<file path="config.mk">
export PLATFORM = sky130hd
export DESIGN_NAME = alu_sequencer
export DESIGN_NICKNAME = d
export VERILOG_FILES = /design/src/rtl/cpu_ctrl_pkg.sv /design/src/rtl/reg_select_decoder.sv /design/src/rtl/alu_sequencer.sv
export SDC_FILE = /design/constraint.sdc
export NUM_CORES = 1
export LEC_CHECK = 0
export CORE_UTILIZATION = 40
export DETAILED_ROUTE_END_ITERATION = 16
export PLACE_DENSITY = 0.87
export REMOVE_ABC_BUFFERS = 1
export SYNTH_ARGS = -nofsm -noshare
export SYNTH_HDL_FRONTEND = slang
export SYNTH_SLANG_ARGS = --single-unit
</file>
<file path="constraint.sdc">
create_clock -name Clock -period 3.3 [get_ports Clock]
set_input_delay 0.66 -clock Clock [delete_from_list [all_inputs] [get_ports Clock]]
set_output_delay 0.66 -clock Clock [all_outputs]
set_load 0.02 [all_outputs]
</file>
<file path="src/rtl/cpu_ctrl_pkg.sv">
// Shared definitions for the single-bus datapath control unit:
// sequencer states, opcode map and instruction-register field positions.
package cpu_ctrl_pkg;

    typedef enum logic [3:0] {
        ST_IDLE,
        ST_T0,
        ST_T1,
        ST_T1W,
        ST_T2,
        ST_T3,
        ST_T4,
        ST_T5,
        ST_T6,
        ST_RETIRE,
        ST_HALTED,
        ST_ILLEGAL
    } state_e;

    localparam logic [4:0] OP_ALU_FIRST = 5'h03;
    localparam logic [4:0] OP_ALU_LAST  = 5'h0D;
    localparam logic [4:0] OP_MUL       = 5'h0E;
    localparam logic [4:0] OP_DIV       = 5'h0F;
    localparam logic [4:0] OP_HALT      = 5'h1F;

    localparam int IR_OPC_LSB = 27;
    localparam int IR_RA_LSB  = 23;
    localparam int IR_RB_LSB  = 19;
    localparam int IR_RC_LSB  = 15;

    function automatic logic is_alu(input logic [4:0] op);
        return (op >= OP_ALU_FIRST) && (op <= OP_ALU_LAST);
    endfunction

    function automatic logic is_muldiv(input logic [4:0] op);
        return (op == OP_MUL) || (op == OP_DIV);
    endfunction

endpackage

</file>
<file path="src/rtl/reg_select_decoder.sv">
// Turns a 4-bit register index plus enable into a one-hot select vector.
// Indices at or beyond NREGS produce an all-zero vector.
module reg_select_decoder #(
    parameter int NREGS = 16
) (
    input  logic [3:0]       idx,
    input  logic             en,
    output logic [NREGS-1:0] onehot
);

    always_comb begin
        onehot = '0;
        for (int i = 0; i < NREGS; i++) begin
            onehot[i] = en && (32'(idx) == i);
        end
    end

endmodule

</file>
<file path="src/rtl/alu_sequencer.sv">
// Hardwired fetch/execute sequencer for three-register ALU, MUL and DIV instructions.
// Strobes are Moore outputs decoded from the state register and the IR contents.
module alu_sequencer
    import cpu_ctrl_pkg::*;
#(
    parameter int NREGS = 16,
    parameter int CNT_W = 16
) (
    input  logic             Clock,
    input  logic             Reset_n,
    input  logic             Run,
    input  logic             Mem_ready,
    input  logic [31:0]      IR_data,
    output logic             PCout,
    output logic             Zlowout,
    output logic             ZHighout,
    output logic             MDRout,
    output logic             MARin,
    output logic             PCin,
    output logic             MDRin,
    output logic             IRin,
    output logic             Yin,
    output logic             Zin,
    output logic             LOin,
    output logic             HIin,
    output logic             IncPC,
    output logic             Read,
    output logic [NREGS-1:0] Reg_in,
    output logic [NREGS-1:0] Reg_out,
    output logic [4:0]       operation,
    output logic             Busy,
    output logic             Illegal,
    output logic [CNT_W-1:0] Instr_count
);

    state_e           state_q, state_d;
    logic             illegal_q, illegal_d;
    logic [CNT_W-1:0] count_q, count_d;

    logic [4:0] opc;
    logic [3:0] ra, rb, rc;
    logic       op_alu, op_md, regs_ok;
    logic       unused_ir;

    assign opc       = IR_data[IR_OPC_LSB +: 5];
    assign ra        = IR_data[IR_RA_LSB +: 4];
    assign rb        = IR_data[IR_RB_LSB +: 4];
    assign rc        = IR_data[IR_RC_LSB +: 4];
    assign unused_ir = ^IR_data[IR_RC_LSB-1:0];

    assign op_alu  = is_alu(opc);
    assign op_md   = is_muldiv(opc);
    assign regs_ok = (32'(ra) < NREGS) && (32'(rb) < NREGS) && (32'(rc) < NREGS);

    always_comb begin
        state_d   = state_q;
        illegal_d = illegal_q;
        count_d   = count_q;
        case (state_q)
            ST_IDLE:    if (Run) state_d = ST_T0;
            ST_T0:      state_d = ST_T1;
            // Wait cycles live in T1W so PCin is only ever a single-cycle pulse.
            ST_T1,
            ST_T1W:     state_d = Mem_ready ? ST_T2 : ST_T1W;
            ST_T2:      state_d = ST_T3;
            ST_T3: begin
                if (opc == OP_HALT) begin
                    state_d = ST_HALTED;
                end else if ((op_alu || op_md) && regs_ok) begin
                    state_d = ST_T4;
                end else begin
                    state_d   = ST_ILLEGAL;
                    illegal_d = 1'b1;
                end
            end
            ST_T4:      state_d = ST_T5;
            ST_T5:      state_d = op_md ? ST_T6 : ST_RETIRE;
            ST_T6:      state_d = ST_RETIRE;
            ST_RETIRE: begin
                count_d = count_q + CNT_W'(1);
                state_d = Run ? ST_T0 : ST_IDLE;
            end
            ST_HALTED:  state_d = ST_HALTED;
            ST_ILLEGAL: state_d = ST_IDLE;
            default:    state_d = ST_IDLE;
        endcase
    end

    always_ff @(posedge Clock or negedge Reset_n) begin
        if (!Reset_n) begin
            state_q   <= ST_IDLE;
            illegal_q <= 1'b0;
            count_q   <= '0;
        end else begin
            state_q   <= state_d;
            illegal_q <= illegal_d;
            count_q   <= count_d;
        end
    end

    always_comb begin
        PCout     = 1'b0;
        Zlowout   = 1'b0;
        ZHighout  = 1'b0;
        MDRout    = 1'b0;
        MARin     = 1'b0;
        PCin      = 1'b0;
        MDRin     = 1'b0;
        IRin      = 1'b0;
        Yin       = 1'b0;
        Zin       = 1'b0;
        LOin      = 1'b0;
        HIin      = 1'b0;
        IncPC     = 1'b0;
        Read      = 1'b0;
        operation = 5'd0;
        case (state_q)
            ST_T0: begin
                PCout = 1'b1;
                MARin = 1'b1;
                IncPC = 1'b1;
                Zin   = 1'b1;
            end
            ST_T1, ST_T1W: begin
                Zlowout = 1'b1;
                PCin    = (state_q == ST_T1);
                Read    = 1'b1;
                MDRin   = 1'b1;
            end
            ST_T2: begin
                MDRout = 1'b1;
                IRin   = 1'b1;
            end
            ST_T3:  Yin = 1'b1;
            ST_T4: begin
                Zin       = 1'b1;
                operation = opc;
            end
            ST_T5: begin
                Zlowout = 1'b1;
                LOin    = op_md;
            end
            ST_T6: begin
                ZHighout = 1'b1;
                HIin     = 1'b1;
            end
            default: ;
        endcase
    end

    reg_select_decoder #(.NREGS(NREGS)) u_reg_in_dec (
        .idx    (ra),
        .en     ((state_q == ST_T5) && op_alu),
        .onehot (Reg_in)
    );

    reg_select_decoder #(.NREGS(NREGS)) u_reg_out_dec (
        .idx    ((state_q == ST_T3) ? rb : rc),
        .en     ((state_q == ST_T3) || (state_q == ST_T4)),
        .onehot (Reg_out)
    );

    assign Busy        = (state_q != ST_IDLE) && (state_q != ST_HALTED);
    assign Illegal     = illegal_q;
    assign Instr_count = count_q;

endmodule

</file>
==> metrics.cfg, run 1 <==
[die]
core_area_um2 = 3800
boundaryPins = 105
die-width_um = 65.9
row_count = 22
dieArea_um2 = 4340
die_h_um = 65.9
initial_core_util = 0.430

[layout]
nNetsFinal = 312
final_layout_size_suffix_gt1_frac = 0.109
layout_common_cells = 77 x clkdlybuf4s50_1, 38 x nor2_1, 20 x dfrtp_1
final_util = 0.689
mostFrequentLayoutCell = clkdlybuf4s50_1
antenna_cells = 0
fillers = 323
area_growth_pct = 60.5

[clock_network]
clk_latency_ns = 0.26
cts_tree = built
cts_buffers = 3
ctsHoldBuffers = 0
cts-root-buf = clkbuf_8
htree_levels = 1
cts_sinks = 21
post_cts_buffers = 0
clock_path_buffers = 2
path_clk_slew_ns = 0.07

[grt]
grt_max_degree = 22
first_global_vias = 1644
antenna_found_initial = 0
grt_usage = 0.217
grt-ovfl-total = 0
grt_pass1_wl_mm = 7.25

[sta]
tightest_slew_ns = 0.920
period_minus_slack_ns = 3.20
fin_skew_ns = 0.00200
setup_viol = 0
hold_viol = 0
max_slew_margin = 0.385
fmax_mhz = 313
slew_violations = 0
finalSetupTns_ns = 0
fin_crit_sh = 0.969
rsz0062_at_grt = no

[placement]
place.gp.congestion = 0.759
io_buffer_count = 89
hpwlAfterDp_mm = 3.81

[job]
cap_violations = 0

[setup_path]
required_ns = 2.64
cp.arrival_ns = 2.54
startpoint_type = input pin
worstSetupPathType = in -> out
path_max_fanout = 4
crit_path_end_kind = output pin

[status]
outcome = finished, final reports clean

[logic_synthesis]
ys.flop_type = dfrtp_1
synth_edf_count = 0
avgSynthCellArea_um2 = 8.63
synthCells = 189
synth_warnings = 0
ys_types = 51
ys_seq_area_frac = 0.322
synth-seq-cells = 21
synth_area_um2 = 1630
async_flop_share = 1.00

[detailed_routing]
wl_mm = 4.64
antenna_left = 0
wl_per_cell_um = 14.4
wl_met2_mm = 2.44
drc = 0
vias = 1713
first_iter_violations = 109
routedLengthMet1_mm = 1.77
dr_wl_met3_um = 340
first_pass_iters = 4
topRoutingLayerUsed = met4
via_per_inst = 5.32

[pwr]
p_per_area_nw_per_um2 = 540
leakagePower_nw = 1.22
irDropWorstVdd_mv = 0.383

[worst_hold_path]
worstHoldPathType = reg -> reg

## routing by layer
| layer | vias up | global-route usage |
|---|---|---|
| li1 | 831 | - |
| met1 | 803 | 0.225 |
| met2 | 70 | 0.406 |
| met3 | 9 | 0.0569 |
| met4 | 0 | 0.0897 |
| met5 | - | 0 |
## metrics by stage
stage	setup WS [ns]	std cells	hold WS (ns)	total power, mW	area [um2]
6_report	0.101	322	0.473	1.42	2620
2_1_floorplan	0.227	175	0.364	0.870	1540
5_1_grt	0.0114	322	0.504	1.50	2620
3_5_place_dp	0.000594	318	0.460	1.25	2530
3_3_place_gp	0.0408	318	0.455	1.23	2530
4_1_cts	-0.000244	322	0.482	1.42	2580
## layout make-up
class	instances	area, um2	share of cell area
Sequential cell	21	527	0.201
Clock buffer	3	41.3	0.0158
Tap cell	48	60.1	0.0229
Timing Repair Buffer	95	966	0.369
Multi-Input combinational cell	149	1000	0.382
Clock inverter	1	5.00	0.00191
Inverter	5	18.8	0.00717
## sequential cells by signal, summed over array words and instances, names as in the netlist
name and flops:
Instr_count 16, state_q 4, Illegal 1
## logic make-up after synthesis
family                   Yosys count  synth area share
AND/OR/NAND/NOR                  108             0.385
adder cells (fa/ha/maj)            1           0.00767
AO/OA/AOI/OAI                     20            0.0997
flip-flops                        21             0.322
XOR/XNOR                          16            0.0859
buffers and inverters             19            0.0706
multiplexers                       4            0.0291
## synth_stat cells (4+ instances only)
cell type | number | area share
and2_1 | 5 | 0.019
and3_1 | 4 | 0.015
buf_4 | 7 | 0.032
dfrtp_1 | 21 | 0.32
inv_1 | 5 | 0.012
nand2_1 | 10 | 0.023
nand2b_1 | 8 | 0.031
nand3_1 | 10 | 0.031
nand4_1 | 4 | 0.015
nor2_1 | 38 | 0.087
nor3_1 | 8 | 0.025
xnor2_1 | 13 | 0.070
## power by group
part           internal (mW)  total [mW]  switching [mW]
sequential             0.303       0.383          0.0797
combinational          0.419       0.864           0.445
clock                 0.0842       0.169          0.0845
total                  0.807        1.42           0.609
## critical path, stage by stage
cell	delay (ns)
clkdlybuf4s50_1	0.52
a211oi_2	0.13
nor4b_2	0.31
nand3_2	0.18
nor2_1	0.13
clkdlybuf4s50_1	0.60
## final timing paths
check	from	endpoint	slack [ns]	cells past startpoint
max in group asynchronous	Reset_n	state_q[2]	1.77	1
hold reg to reg	Illegal	Illegal	0.47	1
hold / removal	Illegal	Illegal	0.47	1
setup / recovery	IR_data[27]	Reg_in[15]	0.10	6
min in group asynchronous	Reset_n	Instr_count[7]	0.91	1
setup reg to reg	state_q[0]	Instr_count[10]	1.62	5
## timing repair
| item | 4_1_cts | 5_1_grt |
|---|---|---|
| endpoints found under the setup margin | 1 | 16 |
| endpoints found under the hold margin | 0 | 0 |
| gates resized for setup | 0 | 15 |
| pin swaps | 0 | 2 |
Power figures use the tool's default switching activity.
==> inputs of run 2 (changes only) <==
--- a/config.mk
+++ b/config.mk
@@ -5,6 +5,7 @@
 export SDC_FILE = /design/constraint.sdc
 export NUM_CORES = 1
 export LEC_CHECK = 0
+export CAP_MARGIN = 20
 export CORE_UTILIZATION = 40
 export DETAILED_ROUTE_END_ITERATION = 16
 export PLACE_DENSITY = 0.87
==> constraint.sdc (replaced) <==
create_clock -name Clock -period 3.77 [get_ports Clock]
set_input_delay 0.754 -clock Clock [delete_from_list [all_inputs] [get_ports Clock]]
set_output_delay 0.754 -clock Clock [all_outputs]
set_load 0.02 [all_outputs]
==> metrics.cfg, run 2 (synthesis results as in run 1) <==
[status]
outcome = finished, final reports clean

[setup_path]
path_max_fanout = 5
rr_endpoint = Instr_count[10]
rrSetupSlack_ns = 1.99
crit_path_end_kind = output pin
cpPeakStageDelay_ns = 0.63
critPathTopFamily = buffers and inverters
worstSetupPathType = in -> out
path_buf_inv = 3
r2r_cells = 4
slowest_stage = clkdlybuf4s50_1
critical_path.cell_chain = clkdlybuf4s50_1, a211oi_1, buf_4, nor4b_2, nand3_1, nor3_2, clkdlybuf4s50_1
crit_path_frequent_cell = clkdlybuf4s50_1
r2r-start = state_q[0]
cp.arrival_ns = 2.77
startpoint_type = input pin
required_ns = 3.02

[pwr]
irDropWorstVdd_mv = 0.305
clockPowerShare = 0.122
p_per_area_nw_per_um2 = 475
total_power_mw = 1.22
leakagePower_nw = 0.986
seq_power_share = 0.299
p_sw_frac = 0.432
power_frac_comb = 0.578
p_int_mw = 0.691
p_switching_mw = 0.525

[layout]
nNetsFinal = 310
area_growth_pct = 57.1
layout_common_cells = 89 x clkdlybuf4s50_1, 38 x nor2_1, 21 x dfrtp_1
largest_reg_flops = 16
antenna_cells = 0
final_layout_size_suffix_gt1_frac = 0.0919
mostFrequentLayoutCell = clkdlybuf4s50_1
final_util = 0.675
layoutNonFillerInstCount = 320

[detailed_routing]
drc = 0
antenna_left = 0
via_per_inst = 5.16
wl_per_cell_um = 13.5
wl_mm = 4.31
first_iter_violations = 64
vias = 1651
first_pass_iters = 4

[clock_network]
path_clk_slew_ns = 0.08
ctsHoldBuffers = 0
clk_latency_ns = 0.27
post_cts_buffers = 0
post_cts_resized = 0
htree_levels = 1
cts_sinks = 21
cts_buffers = 3
clock_path_buffers = 2
cts-root-buf = clkbuf_8
cts_tree = built

[die]
row_count = 22
boundaryPins = 105
die-width_um = 65.9
die_h_um = 65.9
core_area_um2 = 3800
initial_core_util = 0.430
dieArea_um2 = 4340

[sta]
rsz0062_at_grt = no
max_slew_margin = 0.397
period_minus_slack_ns = 3.52
fmax_mhz = 284
setup_viol = 0
finalSetupTns_ns = 0
hold_viol = 0
tightest_slew_ns = 0.902
fin_skew_ns = 0.00692
fin_crit_sh = 0.935
slew_violations = 0

[grt]
first_global_vias = 1595
antenna_found_initial = 0
grt_usage = 0.207
grt-ovfl-total = 0
grt_max_degree = 22
grt_pass1_wl_mm = 6.94

[placement]
place.gp.congestion = 0.766
hpwlAfterDp_mm = 3.50
io_buffer_count = 89
placed_cells = 316

[worst_hold_path]
hold_depth = 1
worstHoldPathType = reg -> reg
min_to = Illegal
worstHoldStart = Illegal

[job]
cap_violations = 0

## run 2: layout make-up
cell class | instances | area [um2]
multi-input combinational | 149 | 991
sequential | 21 | 526
inverter | 5 | 18.8
timing repair buffer | 93 | 921
clock inverter | 1 | 5.00
fill | 304 | 1240
tap | 48 | 60.1
clock buffer | 3 | 41.3
## run 2: routing by layer
layer,vias to the layer above,track usage,share of wire
met5,-,0,0
met4,0,0.0734,0.014
met3,5,0.0500,0.068
met2,56,0.383,0.51
met1,767,0.227,0.41
li1,823,-,-
## run 2: worst max path at each step
stage,start,to,slack [ns],cells past startpoint
after floorplan,state_q[1],Zin,0.60,3
after global placement,IR_data[27],Reg_in[6],0.23,7
after detailed placement,IR_data[27],Reg_in[7],0.21,7
after CTS,IR_data[27],Reg_in[3],0.21,7
after global routing,IR_data[27],Reg_in[1],0.07,7
final,IR_data[27],Reg_in[3],0.25,7
## run 2: power by group through the flow
stage                     clock, mW  combinational, mW  sequential, mW
final                         0.149              0.704           0.364
after global routing          0.160              0.759           0.379
after CTS                     0.153              0.709           0.365
after detailed placement          0              0.705           0.370
after global placement            0              0.694           0.367
after floorplan                   0              0.383           0.379
## run 2: per-stage QoR
step / cell area, um2 / worst slack, ns / hold slack (ns)
final: 2560 / 0.247 / 0.473
after global routing: 2560 / 0.0747 / 0.504
after CTS: 2560 / 0.206 / 0.482
after detailed placement: 2520 / 0.206 / 0.464
after global placement: 2520 / 0.226 / 0.456
after floorplan: 1540 / 0.603 / 0.458
